$ cat config.mk
export PLATFORM = sky130hd
export DESIGN_NAME = game_sequencer
export DESIGN_NICKNAME = d
export VERILOG_FILES = /design/src/rtl/game_sequencer.sv
export SDC_FILE = /design/constraint.sdc
export NUM_CORES = 1
export LEC_CHECK = 0
export CAP_MARGIN = 5
export CORE_MARGIN = 2
export CORE_UTILIZATION = 33
export DETAILED_ROUTE_END_ITERATION = 10
export PLACE_DENSITY_LB_ADDON = 0.25
export SLEW_MARGIN = 20
export SYNTH_ARGS = -nofsm -noshare
export SYNTH_HDL_FRONTEND = slang
export SYNTH_SLANG_ARGS = --single-unit
export TNS_END_PERCENT = 50
$ cat constraint.sdc
create_clock -name clk_pix -period 3.7 [get_ports clk_pix]
set_clock_uncertainty 0.05 [all_clocks]
set_input_delay 0.37 -clock clk_pix [delete_from_list [all_inputs] [get_ports clk_pix]]
set_output_delay 0.37 -clock clk_pix [all_outputs]
set_load 0.02 [all_outputs]
$ cat src/rtl/game_sequencer.sv
// Game-flow controller for the space shooter: sequences idle/play/hit/over,
// keeps score and lives, and drives the sprite enable, invulnerability and flash controls.
module game_sequencer #(
    parameter int ASTEROID_COUNT = 10,
    parameter int LIVES          = 3,
    parameter int INVULN_FRAMES  = 120,
    parameter int FLASH_PERIOD   = 8,
    parameter int SCORE_MAX      = 999
) (
    input  logic                      clk_pix,
    input  logic                      reset_n,
    input  logic                      frame,
    input  logic                      start,
    input  logic                      collision,
    input  logic [ASTEROID_COUNT-1:0] asteroid_shot,
    output logic [1:0]                state,
    output logic                      play_en,
    output logic                      invuln,
    output logic                      flash,
    output logic [2:0]                lives,
    output logic [9:0]                score,
    output logic                      game_over
);

    localparam logic [1:0] ST_IDLE = 2'd0;
    localparam logic [1:0] ST_PLAY = 2'd1;
    localparam logic [1:0] ST_HIT  = 2'd2;
    localparam logic [1:0] ST_OVER = 2'd3;

    localparam int HW = $clog2(ASTEROID_COUNT + 1);

    logic start_meta_q, start_sync_q, start_prev_q;
    logic start_pending_q, start_pending_d;
    logic [1:0] state_q, state_d;
    logic [2:0] lives_q, lives_d;
    logic [9:0] score_q, score_d;
    logic [7:0] invuln_cnt_q, invuln_cnt_d;
    logic [7:0] flash_cnt_q, flash_cnt_d;
    logic flash_q, flash_d;
    logic play_en_q, invuln_q, game_over_q;

    logic        start_rise;
    logic [HW-1:0] hits;
    logic [15:0] score_sum;
    logic [9:0]  score_sat;

    assign start_rise = start_sync_q & ~start_prev_q;

    always_comb begin
        hits = '0;
        for (int i = 0; i < ASTEROID_COUNT; i++) begin
            hits = hits + HW'(asteroid_shot[i]);
        end
    end

    // Wide sum so a near-maximum score plus a full volley clamps instead of wrapping.
    assign score_sum = 16'(score_q) + 16'(hits);
    assign score_sat = (score_sum > 16'(SCORE_MAX)) ? 10'(SCORE_MAX) : score_sum[9:0];

    always_comb begin
        state_d         = state_q;
        lives_d         = lives_q;
        score_d         = score_q;
        invuln_cnt_d    = invuln_cnt_q;
        flash_cnt_d     = flash_cnt_q;
        flash_d         = flash_q;
        start_pending_d = start_pending_q | start_rise;

        if (frame) begin
            // The frame consumes any pending start; an edge landing on this very cycle waits for the next frame.
            start_pending_d = start_rise;
            case (state_q)
                ST_IDLE, ST_OVER: begin
                    if (start_pending_q) begin
                        state_d = ST_PLAY;
                        lives_d = 3'(LIVES);
                        score_d = '0;
                        flash_d = 1'b0;
                    end
                end
                ST_PLAY: begin
                    score_d = score_sat;
                    if (collision) begin
                        if (lives_q > 3'd1) begin
                            lives_d      = lives_q - 3'd1;
                            invuln_cnt_d = 8'(INVULN_FRAMES);
                            flash_cnt_d  = 8'(FLASH_PERIOD);
                            flash_d      = 1'b1;
                            state_d      = ST_HIT;
                        end else begin
                            lives_d = '0;
                            state_d = ST_OVER;
                        end
                    end
                end
                ST_HIT: begin
                    score_d      = score_sat;
                    invuln_cnt_d = invuln_cnt_q - 8'd1;
                    if (invuln_cnt_q <= 8'd1) begin
                        invuln_cnt_d = '0;
                        flash_cnt_d  = '0;
                        flash_d      = 1'b0;
                        state_d      = ST_PLAY;
                    end else if (flash_cnt_q <= 8'd1) begin
                        flash_cnt_d = 8'(FLASH_PERIOD);
                        flash_d     = ~flash_q;
                    end else begin
                        flash_cnt_d = flash_cnt_q - 8'd1;
                    end
                end
                default: state_d = ST_IDLE;
            endcase
        end
    end

    always_ff @(posedge clk_pix or negedge reset_n) begin
        if (!reset_n) begin
            start_meta_q    <= 1'b0;
            start_sync_q    <= 1'b0;
            start_prev_q    <= 1'b0;
            start_pending_q <= 1'b0;
            state_q         <= ST_IDLE;
            lives_q         <= 3'(LIVES);
            score_q         <= '0;
            invuln_cnt_q    <= '0;
            flash_cnt_q     <= '0;
            flash_q         <= 1'b0;
            play_en_q       <= 1'b0;
            invuln_q        <= 1'b0;
            game_over_q     <= 1'b0;
        end else begin
            start_meta_q    <= start;
            start_sync_q    <= start_meta_q;
            start_prev_q    <= start_sync_q;
            start_pending_q <= start_pending_d;
            state_q         <= state_d;
            lives_q         <= lives_d;
            score_q         <= score_d;
            invuln_cnt_q    <= invuln_cnt_d;
            flash_cnt_q     <= flash_cnt_d;
            flash_q         <= flash_d;
            play_en_q       <= (state_d == ST_PLAY) || (state_d == ST_HIT);
            invuln_q        <= (state_d == ST_HIT);
            game_over_q     <= (state_d == ST_OVER);
        end
    end

    assign state     = state_q;
    assign play_en   = play_en_q;
    assign invuln    = invuln_q;
    assign flash     = flash_q;
    assign lives     = lives_q;
    assign score     = score_q;
    assign game_over = game_over_q;

endmodule
==> results.txt <==
----------------------------------------------------
[Run status]
  Outcome ... finished, violations left
  Violated checks ... negative setup slack

[Yosys]
  Yosys warning total ... 0
  Sequential element share of the synthesized area ... 38.0%
  Primary flip-flop cell chosen by synthesis mapping ... sky130_fd_sc_hd__dfrtp_1
  Synth Instances ... 286
  Number of register bits inferred by synthesis ... 39
  Post-synth cell types ... 60
  Cell area after synthesis ... 0.00257 sq mm
  Number of flops mapped to enable cells by yosys ... 0
  Avg Synthesized Cell Area ... about 9.0 sq um
  Synthesized net count ... 323
  Async set or reset register ratio after synthesis ... 100%

[Global routing]
  Global-route wire length before repair ... 9.87 mm
  Congestion Overflow GR ... 0
  Overall global routing resource usage ... 14.1%
  Maximum number of pins on one net before global-route repair ... 40
  Via count of the first global-routing pass ... between 2000 and 2500
  Antenna violations before repair ... 0

[Drt]
  Remaining antenna violation count after routing ... 0
  Wire length reported by the detailed router ... 5.75 mm
  Average routed wire per standard cell ... 13.3 um
  Violation count after the first detailed-route iteration ... 94
  First-pass detailed-route iteration total ... 4
  Residual DRC ... 0
  Vias/cell ... 5.10
  Via count of the routed design ... 2208

[Die]
  Number of ports placed on the die boundary ... 34
  Number of cell rows ... 32
  Core region area ... 0.00765 sq mm
  Initial Utilization ... 33.7%
  Area of the die ... 0.00852 sq mm
  Width of the die ... ~92 um
  Vert. Die Dim ... 92.3 um

[Place]
  Final HPWL from detailed placement ... 4.27 mm
  GP Congestion ... 0.800
  Number of port buffers ... 33

[Critical path]
  Cell seen most often among critical-path stages ... sky130_fd_sc_hd__fa_1
  Startpoint of the most critical register-to-register path ... score[0]
  Setup slack of the most critical reg-to-reg path ... between 0.2 and 0.3 ns
  Max Fanout on Critical Path ... 4
  Data required time at the worst endpoint ... 3.81 ns
  Endpoint type of the worst setup path ... register
  Worst path cell trace ... buf_6 > fa_1 > inv_2 > fa_1 > fa_1 > fa_2 > fa_2 > and2b_2 > o21a_2 > xnor2_2 > a221oi_4 > buf_4 > buf_6 > o21ai_4 > o311ai_1
  Arrival @ worst endpoint ... 3.84 ns
  Delay of the slowest cell on the worst path ... 0.54 ns
  Worst setup path category ... in2reg
  Highest-delay cell along the critical path ... sky130_fd_sc_hd__fa_1
  Crit start category ... input pin
  Worst reg2reg path endpoint ... score[2]
  Cells on worst reg2reg path ... 13

[STA]
  Final setup TNS ... -0.0838 ns
  Minimum clock period ... 3.73 ns
  Relative max-transition margin ... between 40 and 50%
  Worst hold-check slack ... 0.116 ns
  Transition time of the tightest slew-check pin ... 0.869 ns
  Final setup margin ... -0.0266 ns
  Unrepaired setup endpoints after global routing ... yes
  Final-report setup violation count ... 4
  Highest attainable clock frequency ... roughly 0.27 GHz
  Final worst-path cycle share ... 101%
  Slew Limit Fails ... 0
  Number of hold violations in the final report ... 0

[Clocking]
  Deepest level of the CTS H-tree ... 2
  Clk root buf ... sky130_fd_sc_hd__clkbuf_8
  # clock sinks ... 39
  Clock Path Buffers ... 2
  Inserted Clock Buffers ... 5
  Clock latency reported for the late side of the worst-skew pair ... 0.30 ns
  TritonCTS clock tree ... done
  Clock Pin Slew Worst Setup and Hold Paths ... 0.08 ns

[Power and ir drop]
  Leakage power summed over all cells ... 1.41 nW
  Worst vdd ir ... 0.330 mV
  Net switching share of the total power ... between 40% and 50%
  Net switching power of the design ... 1.05 mW
  Relative contribution of the clock network to total power ... 11.9%
  Share of power burned in registers ... 29.3%
  Internal power consumption ... between 1 and 1.5 mW
  Power density over the cells ... 744 mW/mm^2
  Proportion of power drawn by combinational gates ... between 50% and 60%

[Final layout]
  Ant diodes ... 0
  Core utilization of the finished layout ... 41.6%
  Synth-to-Final Area Change ... 23.5%
  Number of nets in the layout ... 367
  Fraction of layout instances using a drive strength above 1 ... 15.4%
  Fill cell instance count of the final layout ... between 700 and 800

[Job]
  Count of max-cap constraint violations ... 0

[Worst hold path]
  Hold Crit Class ... in2async

----------------------------------------------------
repair_timing:
action                                  4_1_cts  5_1_grt
setup buffers                                 1        0
gates resized for setup                      29        3
hold buffers                                  0        0
hold endpoints to repair                      0        0
endpoints found under the setup margin       10       10
pin swaps                                    15        9
power groups by stage:
stage                     clock [mW]  combinational, mW  sequential [mW]
after global routing           0.311               1.56            0.715
after CTS                      0.295               1.40            0.693
after global placement             0               1.37            0.695
final                          0.282               1.39            0.693
after detailed placement           0               1.38            0.697
after floorplan                    0              0.859            0.736
cells in the final DEF (no fill, tap or decap), drive strengths merged, types with 2 or more instances in the layout:
cell / count
dfrtp: 37
nand2: 30
o21ai: 30
inv: 27
clkdlybuf4s50: 26
nor2: 25
a21oi: 21
buf: 20
ha: 15
nand3: 7
fa: 7
nor3: 6
a31oi: 5
o22ai: 5
clkbuf: 5
o31ai: 4
a21o: 4
o211ai: 4
or2: 4
or3: 3
o41ai: 3
clkinv: 3
and2b: 3
a21boi: 3
o2111ai: 3
nor4: 2
nand2b: 2
nor2b: 2
dfstp: 2
o21a: 2
a221oi: 2
xnor2: 2
critical path: cells and delay by family:
kind	cells	cell delay [ns]
buffers and inverters	4	0.39
and+or+nand+nor	1	0.22
adders and majority gates	5	2.19
xor gates and xnor gates	1	0.13
AOI/OAI and AO/OA	4	0.54
sequential cells by signal, indices dropped and copies added (netlist names), 2 cells and up:
| register | cells |
|---|---|
| score | 10 |
| flash_cnt_q | 8 |
| invuln_cnt_q | 8 |
| state | 2 |
| lives | 3 |
cells in the mapped netlist (all sizes together), types with 5 or more instances:
cell type   n  area share [%]
o21ai      30             6.0
ha         15             7.3
nand2      30             4.5
dfrtp      37              36
inv        27             3.9
clkbuf      7             1.0
nand3       7             1.4
a31oi       5             1.2
fa          7             5.4
nor3        6             1.2
nor2       25             3.6
a21oi      21             4.1
o22ai       5             1.2
routing by layer:
| layer | track usage (%) | wire [um] |
|---|---|---|
| met2 | 24.1 | 2740 |
| met3 | 3.50 | 258 |
| met4 | 3.11 | 46 |
| met1 | 18.0 | 2710 |
| met5 | 0 | 0 |
cell families after synthesis:
| family | count (synthesis) | share of synthesized area (%) |
|---|---|---|
| AOI/OAI and AO/OA | 97 | 25.4 |
| DFF | 39 | 38.0 |
| xor gates and xnor gates | 2 | 0.973 |
| adders and majority gates | 22 | 12.7 |
| muxes | 1 | 0.389 |
| buffers and inverters | 36 | 5.93 |
| and+or+nand+nor | 89 | 16.5 |
stage by stage:
step	cell area, sq um	std cells	power, mW	worst slack, ns
6_report	3180	433	2.37	-0.0266
5_1_grt	3180	433	2.58	-0.163
4_1_cts	3170	433	2.39	-0.135
3_5_place_dp	3070	424	2.08	-0.716
3_3_place_gp	3070	424	2.06	-0.683
2_1_floorplan	2580	286	1.60	-0.179
how the worst max path moves through the flow:
stage / from / end / depth (start not counted)
detailed placement: asteroid_shot[0] / score[4] / 13
CTS: asteroid_shot[9] / score[4] / 13
floorplan: asteroid_shot[0] / score[4] / 12
finish: asteroid_shot[3] / score[2] / 15
global placement: asteroid_shot[0] / score[4] / 13
global route: asteroid_shot[3] / score[0] / 15
area by class of cell:
type | count | area [sq um] | area share [%]
Sequential cell | 39 | 978 | 30.8
Clock buffer | 5 | 68.8 | 2.16
Multi-Input combinational cell | 211 | 1480 | 46.5
Inverter | 27 | 101 | 3.19
Tap cell | 102 | 128 | 4.01
Clock inverter | 3 | 15.0 | 0.472
Timing Repair Buffer | 46 | 409 | 12.9
(Power assumes the default switching activity.)
